==> src/rtl/board_shuffler.sv <==
// Board generator: emits an identity or Fisher-Yates shuffled tile board with a fixed blank cell.
// Optional macro BOARD_PARITY_FIX_EN forces every board to an even permutation (solvable).
module board_shuffler #(
    parameter int unsigned   CELLS     = 4,
    parameter int unsigned   CW        = 3,
    parameter logic [CW-1:0] BLANK     = 3'b100,
    parameter int unsigned   BLANK_POS = 1
) (
    input  logic                  clk_d,
    input  logic                  rst,
    input  logic                  start,
    input  logic                  mode_rand,
    input  logic                  seed_load,
    input  logic [15:0]           seed,
    output logic                  busy,
    output logic                  done,
    output logic [CELLS*CW-1:0]   board
);

    localparam int unsigned TN        = CELLS - 1;
    localparam int unsigned IW        = (CELLS > 2) ? $clog2(CELLS - 1) : 1;
    localparam int unsigned LAST      = TN - 1;
    localparam int unsigned PREV      = (TN >= 2) ? TN - 2 : 0;
    localparam logic [15:0] LFSR_INIT = 16'hACE1;
    localparam logic [15:0] LFSR_TAPS = 16'hB400;

    typedef logic [TN-1:0][CW-1:0]    tiles_t;
    typedef logic [CELLS-1:0][CW-1:0] board_t;

    typedef enum logic [2:0] {
        S_IDLE,
        S_INIT,
        S_SHUFFLE,
        S_FIX,
        S_DONE
    } state_t;

    state_t        r_state;
    state_t        w_state_nxt;
    tiles_t        r_t;
    tiles_t        w_t_swap;
    tiles_t        w_t_fix;
    board_t        r_board;
    logic [IW-1:0] r_i;
    logic [IW-1:0] w_j;
    logic [15:0]   r_lfsr;
    logic [15:0]   w_lfsr_adv;
    logic          r_mode;
    logic          r_busy;
    logic          r_done;

    function automatic tiles_t identity_tiles();
        tiles_t t;
        for (int unsigned k = 0; k < TN; k++) begin
            t[k] = CW'(k);
        end
        return t;
    endfunction

    // Tiles fill the non-blank cells in ascending order.
    function automatic board_t layout(input tiles_t t);
        board_t b;
        b = {CELLS{BLANK}};
        for (int unsigned k = 0; k < TN; k++) begin
            if (k < BLANK_POS) begin
                b[k] = t[k];
            end else begin
                b[k+1] = t[k];
            end
        end
        return b;
    endfunction

    // State register
    always_ff @(posedge clk_d or posedge rst) begin
        if (rst) begin
            r_state <= S_IDLE;
        end else begin
            r_state <= w_state_nxt;
        end
    end

    // Next-state logic
    always_comb begin
        w_state_nxt = r_state;
        case (r_state)
            S_IDLE: begin
                if (start) begin
                    w_state_nxt = S_INIT;
                end
            end
            S_INIT: begin
                w_state_nxt = (r_mode && (CELLS > 2)) ? S_SHUFFLE : S_FIX;
            end
            S_SHUFFLE: begin
                if (r_i == IW'(1)) begin
                    w_state_nxt = S_FIX;
                end
            end
            S_FIX:   w_state_nxt = S_DONE;
            S_DONE:  w_state_nxt = S_IDLE;
            default: w_state_nxt = S_IDLE;
        endcase
    end

    assign w_lfsr_adv = r_lfsr[0] ? ((r_lfsr >> 1) ^ LFSR_TAPS) : (r_lfsr >> 1);

    // Fisher-Yates step: j drawn from the low LFSR byte, reduced into 0..i
    assign w_j = IW'(r_lfsr[7:0] % (8'(r_i) + 8'd1));

    always_comb begin
        w_t_swap        = r_t;
        w_t_swap[r_i]   = r_t[w_j];
        w_t_swap[w_j]   = r_t[r_i];
    end

`ifdef BOARD_PARITY_FIX_EN
    logic w_odd;

    // An odd inversion count is corrected by swapping the two highest tile slots.
    always_comb begin
        w_odd = 1'b0;
        for (int unsigned a = 0; a < TN; a++) begin
            for (int unsigned b = a + 1; b < TN; b++) begin
                if (r_t[a] > r_t[b]) begin
                    w_odd = ~w_odd;
                end
            end
        end
        w_t_fix = r_t;
        if ((CELLS >= 3) && w_odd) begin
            w_t_fix[LAST] = r_t[PREV];
            w_t_fix[PREV] = r_t[LAST];
        end
    end
`else
    assign w_t_fix = r_t;
`endif

    // Datapath and registered outputs
    always_ff @(posedge clk_d or posedge rst) begin
        if (rst) begin
            r_t     <= identity_tiles();
            r_i     <= '0;
            r_mode  <= 1'b0;
            r_board <= {CELLS{BLANK}};
            r_lfsr  <= LFSR_INIT;
            r_busy  <= 1'b0;
            r_done  <= 1'b0;
        end else begin
            r_busy <= (w_state_nxt != S_IDLE);
            r_done <= (w_state_nxt == S_DONE);

            if (seed_load) begin
                r_lfsr <= (seed == 16'h0000) ? LFSR_INIT : seed;
            end else begin
                r_lfsr <= w_lfsr_adv;
            end

            case (r_state)
                S_IDLE: begin
                    if (start) begin
                        r_mode <= mode_rand;
                    end
                end
                S_INIT: begin
                    r_t <= identity_tiles();
                    r_i <= IW'(CELLS - 2);
                end
                S_SHUFFLE: begin
                    r_t <= w_t_swap;
                    r_i <= r_i - IW'(1);
                end
                S_FIX: begin
                    r_t     <= w_t_fix;
                    r_board <= layout(w_t_fix);
                end
                default: begin
                end
            endcase
        end
    end

    assign busy  = r_busy;
    assign done  = r_done;
    assign board = r_board;

endmodule

==> config.mk <==
export PLATFORM = sky130hd
export DESIGN_NAME = board_shuffler
export DESIGN_NICKNAME = d
export VERILOG_FILES = /design/src/rtl/board_shuffler.sv
export SDC_FILE = /design/constraint.sdc
export NUM_CORES = 1
export LEC_CHECK = 0
export CORE_ASPECT_RATIO = 1.75
export CORE_MARGIN = 4
export CORE_UTILIZATION = 41
export DETAILED_ROUTE_END_ITERATION = 8
export PLACE_DENSITY = 0.63
export SLEW_MARGIN = 20
export SYNTH_ARGS = -nofsm -noshare
export SYNTH_HDL_FRONTEND = slang
export SYNTH_SLANG_ARGS = --single-unit
==> constraint.sdc <==
create_clock -name clk_d -period 14.9 [get_ports clk_d]
set_input_delay 2.235 -clock clk_d [delete_from_list [all_inputs] [get_ports clk_d]]
set_output_delay 2.235 -clock clk_d [all_outputs]
set_load 0.05 [all_outputs]
==> impl_metrics.ini <==
[final_layout]
drive_gt1_frac = 0.159
fin_area_mm2 = 0.00427
utilization = 0.486
fin_cells = 556
antenna_cells = 0
fin_nets = 488
area_delta_synth_final_pct = 14.5

[setup_path]
reg2reg_slack_ns = 2.41
path_common_cell = ha_1
startpoint_type = flop
r2r_end = r_t[2]
cp-end-kind = flop
path_max_fanout = 18
crit_type = reg -> reg
cp_slowest_cell = dfrtp_1
cp.arrival_ns = 12.67
rr_startpoint = r_i[0]
crit_required_ns = 15.08
critPathMaxStageDelay_ns = 0.73
ff2ff_path_depth = 46

[timing]
period_minus_slack_ns = 12.49
worst_clock_skew_ns = 0.00430
tns_ns = 0
fin_crit_sh = 0.838
max_freq_mhz = 80.0
hold_viol_final = 0
slew_violations = 0
setup_viol = 0
maxSlewHeadroom = 0.549
worst_slew_pin_slew_ns = 0.674
rsz0062_at_grt = no

[route]
drt_iter0_drc = 157
drc_errors = 0
ant_nets = 0
wire_per_inst_um = 16.9
viasPerCell = 5.96
wirelength_mm = 9.42
first_pass_iters = 5
vias = 3314

[global_routing]
grtUsageTotal = 0.185
grt_antenna_before_repair = 0
grt_pass1_vias = 3400
grt_max_degree = 43
grt_pass1_wl_mm = 15.9
gr-total-overflow = 0

[clock_network]
htreeDepth = 2
cts_resized = 0
cts.clk_slew.worst_paths_ns = 0.06
numCtsBuffers = 5
cts_setup_buffers = 0
cts_buffer_depth = 2
clock_sinks = 42
cts_tree = done
root_buffer = clkbuf_16
clk_latency_ns = 0.29
ctsHoldBuffers = 0

[job]
cap_violations = 0

[hold_path]
holdPathStages = 2
hold_path_class = reg -> reg
min-delay-start = board[11]
hold-path-endpoint = board[11]

[synthesis]
async_flop_share = 1.00
syn_avg_cell_area_um2 = 9.01
synth-seq-cells = 42
netlist_area_mm2 = 0.00373
yosysWarnings = 0
synth_enable_flop_cells = 0
ys.flop_type = dfrtp_1
ys_seq_area_frac = 0.286
syn-instance-count = 414
ys_types = 81

[place]
gp_congestion = 0.884
dpl.cell_count = 548
place_hpwl_mm = 7.58
io_buffers = 31
place_area_mm2 = 0.00413

[floorplanning]
rows = 45
dieWidth_um = 80.1
design.core.area_mm2 = 0.00878
die_area_mm2 = 0.0107
initial_core_util = 0.425
io-pin-count = 35
die_y_um = 134

[run_status]
status = finished, final reports clean
## per-layer routing
layer  global-route usage  share of wire
met4                0.101          0.043
met1                0.200           0.38
met3               0.0222          0.029
met2                0.339           0.55
met5                    0              0
## area by class of cell
type | count | area (um^2)
inverters | 24 | 90.1
clock inverters | 2 | 13.8
clock buffers | 6 | 129
repair buffers | 33 | 325
multi-input cells | 332 | 2500
fillers | 855 | 4510
well taps | 117 | 146
flip-flops and latches | 42 | 1070
## metrics by stage
stage,hold WS (ns),setup WS [ns]
6_report,0.457,2.41
5_1_grt,0.488,1.61
4_1_cts,0.461,2.45
3_5_place_dp,0.452,2.52
3_3_place_gp,0.447,2.82
2_1_floorplan,0.450,3.98
## cell usage in the layout, fill, tap and decap left out, types with 10 or more instances in the layout
cell type	synthesis	layout
ha_1	28	28
mux2i_1	10	10
nand2_1	47	47
dfstp_2	13	13
inv_1	21	21
nor3_1	11	11
o21ai_0	23	23
nand3_1	12	12
clkdlybuf4s50_1	0	31
nor2_1	22	22
dfrtp_1	29	29
## worst max-delay path, delay by kind of cell (launching register included)
kind,cells,cell delay (ns)
compound gates,17,3.11
buf+inv,3,0.50
fa+ha+maj,8,2.73
flops,1,0.73
simple gates,14,3.74
mux,4,1.54
## state kept, by name, indices dropped and copies added, names as in the netlist
signal	cells
board	9
busy	1
done	1
r_i	2
r_lfsr	16
r_mode	1
r_state	3
r_t	9
## cell usage after synthesis, drive strengths merged, types with 10 or more instances
cell    instances  area, um^2
nand2          48         188
o21ai          30         165
dfrtp          29         726
ha             28         350
nor2           25         101
inv            23        86.3
dfstp          13         342
a21oi          12        75.1
clkbuf         12        45.0
nand3          12        60.1
mux2i          11         123
nor3           11        55.1
nor4           10         108
o211ai         10        85.1
## worst max path at each step
| stage | cells after the start | slack (ns) | to | start |
|---|---|---|---|---|
| detailed placement | 46 | 2.52 | r_t[2] | r_i[0] |
| finish | 46 | 2.41 | r_t[2] | r_i[0] |
| global route | 46 | 1.61 | r_t[1] | r_i[0] |
| floorplan | 50 | 3.98 | r_t[8] | r_i[0] |
| global placement | 46 | 2.82 | r_t[2] | r_i[0] |
| CTS | 46 | 2.45 | r_t[2] | r_i[0] |
## kinds of logic (layout without fill, tap and decap cells)
family | count (synthesis) | after routing | share of synthesized area
simple gates | 146 | 146 | 0.213
compound gates | 127 | 127 | 0.279
flops | 42 | 42 | 0.286
buf+inv | 41 | 65 | 0.0450
fa+ha+maj | 29 | 29 | 0.0993
mux | 18 | 18 | 0.0540
xor+xnor | 9 | 9 | 0.0211
other cells | 2 | 3 | 0.00201
Power is not shown: default switching activity piles up to over one toggle a cycle in this logic, so the estimate is an artifact.
